[src/rtl/pipe_pkg.sv]
// Shared definitions for the elastic pipeline stage: state encoding and default widths.
package pipe_pkg;

  typedef logic [1:0] stateT;

  localparam stateT ST_EMPTY = 2'd0;
  localparam stateT ST_ONE   = 2'd1;
  localparam stateT ST_TWO   = 2'd2;

  localparam int DATA_W_DEFAULT = 112;
  localparam int CTRL_W_DEFAULT = 20;

  // All-zero control word deasserts every write/halt enable downstream.
  localparam logic [CTRL_W_DEFAULT-1:0] CTRL_BUBBLE_DEFAULT = '0;

  function automatic logic [1:0] occupancyOf(input stateT s);
    logic [1:0] occ;
    occ = 2'd0;
    case (s)
      ST_ONE:  occ = 2'd1;
      ST_TWO:  occ = 2'd2;
      default: occ = 2'd0;
    endcase
    return occ;
  endfunction

endpackage

[src/rtl/pipe_stage_skid_if.sv]
// Handshake bundle between an upstream stage, the skid register stage and downstream.
interface pipe_stage_skid_if #(
  parameter int DATA_W = pipe_pkg::DATA_W_DEFAULT,
  parameter int CTRL_W = pipe_pkg::CTRL_W_DEFAULT
);
  logic              in_valid;
  logic              in_ready;
  logic [DATA_W-1:0] in_data;
  logic [CTRL_W-1:0] in_ctrl;
  logic              flush;
  logic              out_valid;
  logic              out_ready;
  logic [DATA_W-1:0] out_data;
  logic [CTRL_W-1:0] out_ctrl;
  logic [1:0]        occupancy;

  // The stage itself sees the bus through the slave view.
  modport slave (
    input  in_valid, in_data, in_ctrl, flush, out_ready,
    output in_ready, out_valid, out_data, out_ctrl, occupancy
  );

  modport master (
    output in_valid, in_data, in_ctrl, flush, out_ready,
    input  in_ready, out_valid, out_data, out_ctrl, occupancy
  );
endinterface

[src/rtl/pipe_reg_en.sv]
// Enabled register bank with asynchronous active-high reset to a parametrised value.
module pipe_reg_en #(
  parameter int               WIDTH     = 8,
  parameter logic [WIDTH-1:0] RESET_VAL = '0
) (
  input  logic             clk,
  input  logic             rst,
  input  logic             en,
  input  logic [WIDTH-1:0] d,
  output logic [WIDTH-1:0] q
);

  always_ff @(posedge clk or posedge rst) begin
    if (rst) begin
      q <= RESET_VAL;
    end else if (en) begin
      q <= d;
    end
  end

endmodule

[src/rtl/pipe_stage_skid.sv]
// Elastic pipeline stage: main register feeds the outputs, skid register absorbs one
// extra entry while downstream stalls, so in_ready never depends on out_ready.
module pipe_stage_skid
  import pipe_pkg::*;
#(
  parameter int                DATA_W      = DATA_W_DEFAULT,
  parameter int                CTRL_W      = CTRL_W_DEFAULT,
  parameter logic [CTRL_W-1:0] CTRL_BUBBLE = CTRL_W'(CTRL_BUBBLE_DEFAULT)
) (
  input logic               clk,
  input logic               rst,
  pipe_stage_skid_if.slave  bus
);

  stateT       stateReg;
  stateT       stateNext;
  logic        outValidReg;
  logic        inReadyReg;
  logic [1:0]  occupancyReg;

  logic        accept;
  logic        consume;
  logic        mainLoad;
  logic        mainFromSkid;
  logic        skidLoad;

  logic [DATA_W-1:0] mainData;
  logic [CTRL_W-1:0] mainCtrl;
  logic [DATA_W-1:0] skidData;
  logic [CTRL_W-1:0] skidCtrl;
  logic [DATA_W-1:0] mainDataD;
  logic [CTRL_W-1:0] mainCtrlD;

  assign accept  = bus.in_valid & inReadyReg;
  assign consume = outValidReg & bus.out_ready;

  always_comb begin
    stateNext    = stateReg;
    mainLoad     = 1'b0;
    mainFromSkid = 1'b0;
    skidLoad     = 1'b0;
    case (stateReg)
      ST_EMPTY: begin
        if (accept) begin
          mainLoad  = 1'b1;
          stateNext = ST_ONE;
        end
      end
      ST_ONE: begin
        if (accept && consume) begin
          mainLoad = 1'b1;
        end else if (accept) begin
          skidLoad  = 1'b1;
          stateNext = ST_TWO;
        end else if (consume) begin
          stateNext = ST_EMPTY;
        end
      end
      ST_TWO: begin
        if (consume) begin
          mainLoad     = 1'b1;
          mainFromSkid = 1'b1;
          stateNext    = ST_ONE;
        end
      end
      default: stateNext = ST_EMPTY;
    endcase
    // Register loads during a flush are harmless: the state forgets them.
    if (bus.flush) begin
      stateNext = ST_EMPTY;
    end
  end

  // Handshake outputs are registered from the next state, so they never see out_ready.
  always_ff @(posedge clk or posedge rst) begin
    if (rst) begin
      stateReg     <= ST_EMPTY;
      outValidReg  <= 1'b0;
      inReadyReg   <= 1'b1;
      occupancyReg <= 2'd0;
    end else begin
      stateReg     <= stateNext;
      outValidReg  <= (stateNext != ST_EMPTY);
      inReadyReg   <= (stateNext != ST_TWO);
      occupancyReg <= occupancyOf(stateNext);
    end
  end

  assign mainDataD = mainFromSkid ? skidData : bus.in_data;
  assign mainCtrlD = mainFromSkid ? skidCtrl : bus.in_ctrl;

  pipe_reg_en #(.WIDTH(DATA_W), .RESET_VAL('0)) uMainData (
    .clk(clk), .rst(rst), .en(mainLoad), .d(mainDataD), .q(mainData)
  );

  pipe_reg_en #(.WIDTH(CTRL_W), .RESET_VAL(CTRL_BUBBLE)) uMainCtrl (
    .clk(clk), .rst(rst), .en(mainLoad), .d(mainCtrlD), .q(mainCtrl)
  );

  pipe_reg_en #(.WIDTH(DATA_W), .RESET_VAL('0)) uSkidData (
    .clk(clk), .rst(rst), .en(skidLoad), .d(bus.in_data), .q(skidData)
  );

  pipe_reg_en #(.WIDTH(CTRL_W), .RESET_VAL(CTRL_BUBBLE)) uSkidCtrl (
    .clk(clk), .rst(rst), .en(skidLoad), .d(bus.in_ctrl), .q(skidCtrl)
  );

  assign bus.in_ready  = inReadyReg;
  assign bus.out_valid = outValidReg;
  assign bus.occupancy = occupancyReg;
  assign bus.out_data  = mainData;
  assign bus.out_ctrl  = outValidReg ? mainCtrl : CTRL_BUBBLE;

endmodule

[src/flat_wrapper.sv]
// flat-port wrapper written by rule: the top's interface ports become plain ports
module pipe_stage_skid_flat import pipe_pkg::*;
#(
  parameter int                DATA_W      = DATA_W_DEFAULT,
  parameter int                CTRL_W      = CTRL_W_DEFAULT,
  parameter logic [CTRL_W-1:0] CTRL_BUBBLE = CTRL_W'(CTRL_BUBBLE_DEFAULT)
)
  (clk, rst, bus_in_valid, bus_in_data, bus_in_ctrl, bus_flush, bus_out_ready, bus_in_ready, bus_out_valid, bus_out_data, bus_out_ctrl, bus_occupancy);
  pipe_stage_skid_if #(.DATA_W(DATA_W), .CTRL_W(CTRL_W)) bus_i ();
  input logic clk;
  input logic rst;
  input wire logic [$bits(bus_i.in_valid)-1:0] bus_in_valid;
  input wire logic [$bits(bus_i.in_data)-1:0] bus_in_data;
  input wire logic [$bits(bus_i.in_ctrl)-1:0] bus_in_ctrl;
  input wire logic [$bits(bus_i.flush)-1:0] bus_flush;
  input wire logic [$bits(bus_i.out_ready)-1:0] bus_out_ready;
  output wire logic [$bits(bus_i.in_ready)-1:0] bus_in_ready;
  output wire logic [$bits(bus_i.out_valid)-1:0] bus_out_valid;
  output wire logic [$bits(bus_i.out_data)-1:0] bus_out_data;
  output wire logic [$bits(bus_i.out_ctrl)-1:0] bus_out_ctrl;
  output wire logic [$bits(bus_i.occupancy)-1:0] bus_occupancy;
  assign bus_i.in_valid = bus_in_valid;
  assign bus_i.in_data = bus_in_data;
  assign bus_i.in_ctrl = bus_in_ctrl;
  assign bus_i.flush = bus_flush;
  assign bus_i.out_ready = bus_out_ready;
  assign bus_in_ready = bus_i.in_ready;
  assign bus_out_valid = bus_i.out_valid;
  assign bus_out_data = bus_i.out_data;
  assign bus_out_ctrl = bus_i.out_ctrl;
  assign bus_occupancy = bus_i.occupancy;
  pipe_stage_skid #(.DATA_W(DATA_W), .CTRL_W(CTRL_W), .CTRL_BUBBLE(CTRL_BUBBLE)) u_core (.clk(clk), .rst(rst), .bus(bus_i));
endmodule
[config.mk]
export PLATFORM = sky130hd
export DESIGN_NAME = pipe_stage_skid_flat
export DESIGN_NICKNAME = d
export VERILOG_FILES = /design/src/rtl/pipe_pkg.sv /design/src/rtl/pipe_stage_skid_if.sv /design/src/rtl/pipe_reg_en.sv /design/src/rtl/pipe_stage_skid.sv /design/src/flat_wrapper.sv
export SDC_FILE = /design/constraint.sdc
export NUM_CORES = 1
export LEC_CHECK = 0
export ABC_AREA = 1
export CORE_MARGIN = 2
export CORE_UTILIZATION = 46
export DETAILED_ROUTE_END_ITERATION = 7
export GPL_ROUTABILITY_DRIVEN = 0
export GPL_TIMING_DRIVEN = 0
export PLACE_DENSITY = 0.76
export SLEW_MARGIN = 20
export SYNTH_ARGS = -nofsm -noshare
export SYNTH_HDL_FRONTEND = slang
export SYNTH_SLANG_ARGS = --single-unit
[constraint.sdc]
create_clock -name clk -period 9.4 [get_ports clk]
set_input_delay 1.41 -clock clk [delete_from_list [all_inputs] [get_ports clk]]
set_output_delay 1.41 -clock clk [all_outputs]
set_load 0.02 [all_outputs]
==> out/results.txt, run 1 <==
prevailing post-synth register cell = dfrtp_1
Skew-Pair Late Insertion Delay = 0.54 ns
Critical Path Start Type = register
RSZ-0062 raised after global routing = no
min-delay src = u_core.uSkidData.q[54]
hold path depth = 2
initial antenna violation count = 0
num rows = 60
count leader, synth = nand2_1
Fin Clk Skew = 0.01058 ns
DR iter-0 viols = 1,141
Min-Delay Path Class = reg2reg
post-route setup slack = 5.797 ns
post-route ant nets = 0
Power, Total = 5.329 mW
final WL = 36,830 um
Lkg Pwr = 8.886 nW
clock slew at reported path FFs = 0.06 ns
number of global-route vias before repair = 11,350
Hold Vio Cnt, Final = 0
Mapped Cells = 1,655
worst-path cell chain = clkbuf_1 -> nand2_1 -> inv_1 -> clkdlybuf4s50_1
pre-CTS setup slack = 5.784 ns
CP max-delay cell = clkdlybuf4s50_1
worst-path fanout max = 10
Post-layout nets = 2,097
total CTS buffers = 29
Max VDD drop = 0.2220 mV
Post-synth EDFFs = 0
r2r startpoint = u_core.bus.in_ready
Placed Cells = 2,270
ANT cells = 0
synth unique cells = 15
RR Endpoint = u_core.uMainData.q[110]
GRT overflow = 0
post-cts resize count = 0
DRT Pass-1 Iters = 7
Initial Util = 0.4673
post-synth top area share = 0.5345
post-place instance area = 0.01581 mm^2
clk sinks = 270
wire per inst = 15.86 um
dominant cells by area after synthesis = dfrtp_1, nand2_1, nand3_1, buf_2, clkbuf_1
synth warn = 0
Rel. slew slack = 0.5001
fin cells = 2,322
largest net degree at the start of global routing = 105
H-tree levels = 1
Post-CTS Setup Bufs = 0
CP Data Arrival Time = 2.19 ns
Root Buffer = clkbuf_16
drc violations = 0
most frequent cells after synthesis = nand2_1, nand3_1, dfrtp_1
die width = 169.5 um
final worst-path cycle share = 0.3833
Die Area = 0.02872 mm^2
Slew @ Worst Pin = 0.7499 ns
dpl hpwl = 25,760 um
pwr/cell area = 317.2 mW/mm^2
vias post-DR = 12,180
Critical Path Max Stage Delay = 0.59 ns
CTS Buffer Depth = 3
f_max = 0.2775 GHz
critical path class = reg2out
synthesized area per cell = 7.610 um^2
status = finished, final reports clean
syn_nets = 1,792
register bit total from synthesis = 270
first-pass GRT wire length = 58,960 um
IO Port Bufs = 272
die height = 169.5 um
hold_buf cts = 0
Final min period = 3.603 ns
ys async rst share = 1.000
CP Capture Type = primary output
mapped cell area = 0.01259 mm^2
Final Setup Violations = 0
R2R Setup Slk = 7.14 ns
Slew Viols, Final = 0
Yosys top cell by area = dfrtp_1
GRT Util Overall = 0.2539
design area = 0.01680 mm^2
Core Box Area = 0.02695 mm^2
share of cells above drive strength 1 = 0.06865
TritonCTS clock tree = yes
Worst Hold End = u_core.uSkidData.q[54]
P&R area growth vs syn = 33.37%
post-synthesis sequential area ratio = 0.5366
max-cap viol count = 0
IO Count = 273
Vias per Instance = 5.243
R2R depth = 8
required time of the critical path = 7.99 ns
[registers in the layout, indices dropped and copies added (netlist names)]
signal	cells
u_core.uMainCtrl.q	20
u_core.bus.occupancy	2
u_core.stateReg	2
u_core.bus.in_ready	1
u_core.bus.out_valid	1
u_core.uSkidCtrl.q	20
u_core.uSkidData.q	112
u_core.uMainData.q	112
[stage by stage]
stage | hold WS [ns] | util | setup TNS (ns)
3_5_place_dp | 0.4587 | 0.5865 | 0
5_1_grt | 0.4862 | 0.6233 | 0
6_report | 0.4682 | 0.6233 | 0
2_1_floorplan | 0.4425 | - | 0
3_3_place_gp | 0.4537 | 0.5842 | -767.52
4_1_cts | 0.4736 | 0.6233 | 0
[layout make-up]
type,count,area (um^2)
clock inverters,9,122.6
flip-flops and latches,270,6758
clock buffers,43,868.3
inverters,29,116.4
well taps,341,426.7
fillers,2348,10150
multi-input cells,1227,5130
repair buffers,274,2778
plain buffers,129,598.1
[report_power, final]
group	total, mW	switching (mW)	leakage [nW]	internal (mW)
Sequential	2.05	0.324	3.34	1.72
Combinational	2.10	1.22	5.05	0.879
Clock	1.18	0.463	0.490	0.716
Total	5.33	2.01	8.89	3.32
[cells by family (layout without fill, tap and decap cells)]
family,count (synthesis),in the layout,share of synthesized area
buffers and inverters,158,484,0.05613
flip-flops,270,270,0.5366
AND/OR/NAND/NOR,1225,1225,0.4065
AO/OA/AOI/OAI,2,2,0.0007940
[routing by layer]
layer  wire length, um  track usage  vias to the layer above
met1             16220       0.3509                     5826
met3              2351      0.04641                       68
met5                 0            0                        -
met4              1130      0.07990                        0
met2             17120       0.4087                      393
li1                  -            -                     5888
[worst max-delay path by stage]
stage	start	to	slack, ns	depth (start not counted)
2_1_floorplan	rst	u_core.bus.occupancy[0]	0.55	1
6_report	u_core.bus.out_valid	bus_out_ctrl[0]	5.80	4
3_5_place_dp	bus_out_ready	u_core.uMainData.q[25]	5.78	9
4_1_cts	u_core.bus.out_valid	bus_out_ctrl[0]	5.76	4
3_3_place_gp	rst	u_core.uSkidCtrl.q[5]	-2.87	2
5_1_grt	u_core.bus.out_valid	bus_out_ctrl[2]	5.70	4
[worst max-delay path, delay by kind of cell, from the launching register on]
family | cells | cell delay (ns)
buffers and inverters | 3 | 1.09
and+or+nand+nor | 1 | 0.13
DFF | 1 | 0.43
[cell usage in the layout (no fill, tap or decap), drive strengths merged]
cell,Yosys,final
nand2,823,823
nand3,399,399
clkinv,0,5
clkinvlp,0,1
buf,86,88
clkbuf,43,86
clkdlybuf4s50,0,272
bufinv,0,3
inv,29,29
a21oi,1,1
nor2,3,3
dfstp,1,1
o21ai,1,1
dfrtp,269,269
Power figures use the tool's default switching activity.
==> inputs of run 2 (changes only) <==
==> constraint.sdc (replaced) <==
create_clock -name clk -period 3.1 [get_ports clk]
set_input_delay 0.465 -clock clk [delete_from_list [all_inputs] [get_ports clk]]
set_output_delay 0.465 -clock clk [all_outputs]
set_load 0.02 [all_outputs]
==> out/results.txt, run 2 (synthesized netlist as in run 1, its figures left out) <==
post-cts resize count = 0 (unchanged)
Max VDD drop = 0.5499 mV (was 0.2220 mV)
wire per inst = 16.20 um (was 15.86 um)
GRT overflow = 0 (unchanged)
Core Util, Final = 0.6241 (was 0.6233)
CP max-delay cell = clkdlybuf4s50_1 (unchanged)
required time of the critical path = 2.63 ns (was 7.99 ns)
critical path class = reg2out (unchanged)
number of global-route vias before repair = 11,680 (was 11,350)
Slew @ Worst Pin = 0.7688 ns (was 0.7499 ns)
IO Count = 273 (unchanged)
Root Buffer = clkbuf_16 (unchanged)
Rel. slew slack = 0.4875 (was 0.5001)
clock slew at reported path FFs = 0.06 ns (about the same)
most frequent cells in the layout = nand2_1, nand3_1, clkdlybuf4s50_1 (unchanged)
worst-path cell chain = clkbuf_1 -> nand2_1 -> inv_1 -> clkdlybuf4s50_1 (unchanged)
initial antenna violation count = 1 (was 0)
Critical Path Start Type = register (unchanged)
hold_buf cts = 0 (unchanged)
Critical Path Max Stage Delay = 0.60 ns (was 0.59 ns)
Core Box Area = 0.02695 mm^2 (unchanged)
TritonCTS clock tree = yes (unchanged)
num rows = 60 (unchanged)
status = finished, final reports clean (unchanged)
Initial Util = 0.4673 (unchanged)
Slew Viols, Final = 0 (unchanged)
share of cells above drive strength 1 = 0.06704 (was 0.06865)
CP delay by family, top = buffers and inverters (unchanged)
total CTS buffers = 28 (was 29)
post-route setup slack = 0.4899 ns (was 5.797 ns)
H-tree levels = 1 (unchanged)
M1 WL = 15,970 um (was 16,220 um)
Post-CTS Setup Bufs = 0 (unchanged)
max-cap viol count = 0 (unchanged)
Top Layer Used = met4 (unchanged)
Min-Delay Path Class = in2async (was reg2reg)
CP Capture Type = primary output (unchanged)
Placed Cells = 2,277 (was 2,270)
drc violations = 0 (unchanged)
GRT Util Overall = 0.2618 (was 0.2539)
ANT cells = 0 (unchanged)
f_max = 0.3831 GHz
first-pass GRT wire length = 60,770 um (was 58,960 um)
die height = 169.5 um (unchanged)
die width = 169.5 um (unchanged)
vias post-DR = 12,220 (was 12,180)
largest net degree at the start of global routing = 34 (was 105)
Skew-Pair Late Insertion Delay = 0.54 ns (about the same)
dpl hpwl = 26,480 um (was 25,760 um)
Crit path buffers/inverters = 3 (unchanged)
pwr/cell area = 945.7 mW/mm^2 (was 317.2 mW/mm^2)
Final min period = 2.610 ns
Lkg Pwr = 8.884 nW (was 8.886 nW)
met3 wire length = 2454 um (was 2351 um)
Hold Vio Cnt, Final = 0 (unchanged)
CTS Buffer Depth = 3 (unchanged)
Fin Clk Skew = 0.01020 ns (was 0.01058 ns)
Final Setup Violations = 0 (unchanged)
DR iter-0 viols = 1,069 (was 1,141)
commonest non-fill, non-tap cell in the layout = nand2_1 (unchanged)
fin cells = 2,325 (was 2,322)
DRT Pass-1 Iters = 7 (unchanged)
CP Data Arrival Time = 2.15 ns (was 2.19 ns)
DR WL met2 = 17,920 um (was 17,120 um)
worst-path fanout max = 10 (unchanged)
final WL = 37,660 um (was 36,830 um)
RSZ-0062 raised after global routing = no (unchanged)
pre-CTS setup slack = 0.4664 ns (was 5.784 ns)
Die Area = 0.02872 mm^2 (unchanged)
IO Port Bufs = 272 (unchanged)
Vias per Instance = 5.255 (was 5.243)
post-route ant nets = 0 (unchanged)
clk sinks = 270 (unchanged)
final worst-path cycle share = 0.8420
# fillers = 2,338 (was 2,348)
biggest regs = u_core.uMainData.q (112), u_core.uSkidData.q (112) (unchanged)
P&R area growth vs syn = 33.55% (was 33.37%)
Post-layout nets = 2,103 (was 2,097)
==> run 2: cell types whose count changed in the layout (fill, tap and decap cells not counted), sizes merged <==
| cell | previous run | this run |
|---|---|---|
| buf | 88 | 95 |
| clkinv | 5 | 1 |
| clkbuf | 86 | 89 |
| bufinv | 3 | 1 |
| inv | 29 | 28 |
==> run 2: cell type report <==
type,count,area (um^2),area share
flip-flops and latches,270,6758,0.4018
multi-input cells,1227,5130,0.3050
repair buffers,281,2910,0.1730
clock buffers,46,849.6,0.05051
plain buffers,129,598.1,0.03556
well taps,341,426.7,0.02537
inverters,29,112.6,0.006695
clock inverters,2,35.03,0.002083
==> run 2: final timing paths <==
kind	from	to	slack, ns	cells past startpoint
max	u_core.bus.out_valid	bus_out_ctrl[0]	0.49	4
min	rst	u_core.uMainData.q[89]	0.20	2
max reg2reg	u_core.bus.in_ready	u_core.uMainCtrl.q[1]	0.87	8
min reg2reg	u_core.uSkidCtrl.q[11]	u_core.uSkidCtrl.q[11]	0.47	2
max in group asynchronous	rst	u_core.bus.in_ready	1.71	6
min in group clk	u_core.uSkidCtrl.q[11]	u_core.uSkidCtrl.q[11]	0.47	2
==> run 2: report_power, final <==
group | leakage, nW | switching (mW) | internal, mW
clock | 0.432 | 1.35 | 1.93
combinational | 5.11 | 3.72 | 2.68
sequential | 3.34 | 0.995 | 5.23
total | 8.88 | 6.07 | 9.84
==> run 2: through the flow <==
stage | power [mW] | hold slack (ns) | setup TNS (ns) | area, um^2
after global routing | 16.91 | 0.2174 | 0 | 16820
after detailed placement | 12.65 | 0.4587 | 0 | 15940
final | 15.91 | 0.2000 | 0 | 16820
after CTS | 15.99 | 0.1836 | 0 | 16820
after floorplan | 9.645 | 0.4425 | -250.61 | 12600
after global placement | 12.43 | 0.4534 | -769.88 | 15750
==> run 2: layer usage <==
layer / global-route usage / up-vias
met3: 0.04104 / 87
met1: 0.3593 / 5787
met4: 0.08510 / 0
met5: 0 / -
li1: - / 5893
met2: 0.4282 / 451
==> inputs of run 3 (changes only) <==
==> constraint.sdc (replaced) <==
create_clock -name clk -period 2.3 [get_ports clk]
set_input_delay 0.345 -clock clk [delete_from_list [all_inputs] [get_ports clk]]
set_output_delay 0.345 -clock clk [all_outputs]
set_load 0.02 [all_outputs]
==> out/results.txt, run 3 (synthesized netlist as in run 1, its figures left out) <==
IO Port Bufs = 272 (unchanged)
Hold Vio Cnt, Final = 0 (unchanged)
worst-path cell chain = clkbuf_4 -> nand2_1 -> inv_1 -> clkdlybuf4s50_1 (was clkbuf_1 -> nand2_1 -> inv_1 -> clkdlybuf4s50_1)
P&R area growth vs syn = 33.93% (was 33.55%)
GRT overflow = 0 (unchanged)
die height = 169.5 um (unchanged)
worst-path fanout max = 10 (unchanged)
final WL = 37,790 um (was 37,660 um)
initial antenna violation count = 1 (unchanged)
die width = 169.5 um (unchanged)
total CTS buffers = 28 (unchanged)
DRT Pass-1 Iters = 6 (was 7)
Final Setup Violations = 0 (unchanged)
Internal = 13.27 mW (was 9.840 mW)
CP Data Arrival Time = 1.86 ns (was 2.15 ns)
Critical Path Start Type = register (unchanged)
# fillers = 2,333 (was 2,338)
pwr/cell area = 1272 mW/mm^2 (was 945.7 mW/mm^2)
Setup TNS = 0 ns (unchanged)
DR iter-0 viols = 1,157 (was 1,069)
share of cells above drive strength 1 = 0.06949 (was 0.06704)
Core Box Area = 0.02695 mm^2 (unchanged)
status = finished, final reports clean (unchanged)
clock slew at reported path FFs = 0.06 ns (about the same)
num rows = 60 (unchanged)
IO Count = 273 (unchanged)
r2r startpoint = u_core.bus.out_valid (was u_core.bus.in_ready)
most frequent cells in the layout = nand2_1, nand3_1, dfrtp_1 (was nand2_1, nand3_1, clkdlybuf4s50_1)
wire per inst = 16.24 um (was 16.20 um)
drc violations = 0 (unchanged)
Die Area = 0.02872 mm^2 (unchanged)
Critical Path Max Stage Delay = 0.59 ns (was 0.60 ns)
post-route setup slack = 0.09647 ns (was 0.4899 ns)
first-pass GRT wire length = 60,770 um (unchanged)
clk sinks = 270 (unchanged)
number of global-route vias before repair = 11,680 (unchanged)
Slew @ Worst Pin = 0.7182 ns (was 0.7688 ns)
Min-Delay Path Class = in2async (unchanged)
biggest regs = u_core.uMainData.q (112), u_core.uSkidData.q (112) (unchanged)
dpl hpwl = 26,480 um (unchanged)
TritonCTS clock tree = yes (unchanged)
R2R Setup Slk = 0.12 ns (was 0.87 ns)
Rel. slew slack = 0.5212 (was 0.4875)
GRT Util Overall = 0.2618 (unchanged)
commonest non-fill, non-tap cell in the layout = nand2_1 (unchanged)
Initial Util = 0.4673 (unchanged)
CP startpoint = u_core.bus.out_valid (unchanged)
largest net degree at the start of global routing = 34 (unchanged)
Final min period = 2.204 ns
clock share of power = 0.206 (about the same)
critical path class = reg2out (unchanged)
f_max = 0.4538 GHz
post-route ant nets = 0 (unchanged)
ANT cells = 0 (unchanged)
Power, Total = 21.46 mW (was 15.91 mW)
CP Capture Type = primary output (unchanged)
Vias per Instance = 5.269 (was 5.255)
Logic pwr share = 0.403 (was 0.402)
vias post-DR = 12,260 (was 12,220)
Core Util, Final = 0.6259 (was 0.6241)
final worst-path cycle share = 0.9581
Root Buffer = clkbuf_16 (unchanged)
CTS Buffer Depth = 3 (unchanged)
Fin Clk Skew = 0.008722 ns (was 0.01020 ns)
Max VDD drop = 0.7410 mV (was 0.5499 mV)
register share of total power = 0.391 (about the same)
NetSw = 8.193 mW (was 6.066 mW)
Post-layout nets = 2,105 (was 2,103)
H-tree levels = 1 (unchanged)
required time of the critical path = 1.96 ns (was 2.63 ns)
Lkg Pwr = 9.071 nW (was 8.884 nW)
max-cap viol count = 0 (unchanged)
RR Endpoint = u_core.uMainData.q[29] (was u_core.uMainCtrl.q[1])
CP max-delay cell = clkdlybuf4s50_1 (unchanged)
Slew Viols, Final = 0 (unchanged)
switching share of power = 0.3818 (was 0.3814)
pre-CTS setup slack = -0.2136 ns (was 0.4664 ns)
Skew-Pair Late Insertion Delay = 0.54 ns (about the same)
R2R depth = 8 (unchanged)
hold_buf cts = 0 (unchanged)
run 3: cell count changes in the layout (fill, tap and decap cells not counted), sizes merged:
cell,before,now
clkdlybuf4s50,272,261
dlygate4sd2,0,1
clkbuf,89,88
dlymetal6s2s,0,10
buf,95,98
run 3: how the worst max path moves through the flow:
stage,end,slack [ns]
floorplan,u_core.bus.occupancy[0],-1.61
global placement,u_core.uMainData.q[18],-3.56
detailed placement,u_core.uMainData.q[110],-0.21
CTS,bus_out_ctrl[2],0.01
global route,bus_out_ctrl[10],-0.02
finish,bus_out_ctrl[19],0.1
run 3: layer usage:
layer	vias up	GRT usage	routed length (um)
li1	5893	-	-
met1	5785	0.3593	16140
met2	495	0.4282	17870
met3	89	0.04104	2442
met4	0	0.08510	1329
met5	-	0	0
run 3: worst max-delay path, delay by kind of cell, from the launching register on:
kind                   cells  cell delay (ns)
AND/OR/NAND/NOR            1             0.06
buffers and inverters      3             0.86
flip-flops                 1             0.40
run 3: through the flow:
stage / hold slack (ns) / area, um^2 / instances
global route: 0.09741 / 16870 / 2327
floorplan: 0.4425 / 12600 / 1655
global placement: 0.4534 / 15750 / 2268
detailed placement: 0.4587 / 15940 / 2277
CTS: 0.06365 / 16820 / 2325
finish: 0.07821 / 16870 / 2327
run 3: repair_timing:
item	CTS	global route
pin swaps	0	1
setup endpoints to repair	20	71
buffers inserted	0	2
resized for setup	4	15
run 3: power groups by stage:
stage / logic (mW) / clock network (mW) / registers (mW)
after floorplan: 3.58 / 0 / 9.42
after global placement: 8.38 / 0 / 8.36
after detailed placement: 8.63 / 0 / 8.41
after CTS: 8.70 / 4.49 / 8.37
after global routing: 9.49 / 4.66 / 8.64
final: 8.64 / 4.43 / 8.39
run 3: cell type report:
class	count	area (um^2)	share of cell area
flip-flops and latches	270	6758	0.4006
multi-input cells	1227	5130	0.3041
repair buffers	283	2949	0.1748
clock buffers	46	849.6	0.05037
plain buffers	129	606.8	0.03598
well taps	341	426.7	0.02529
inverters	29	112.6	0.006676
clock inverters	2	35.03	0.002077
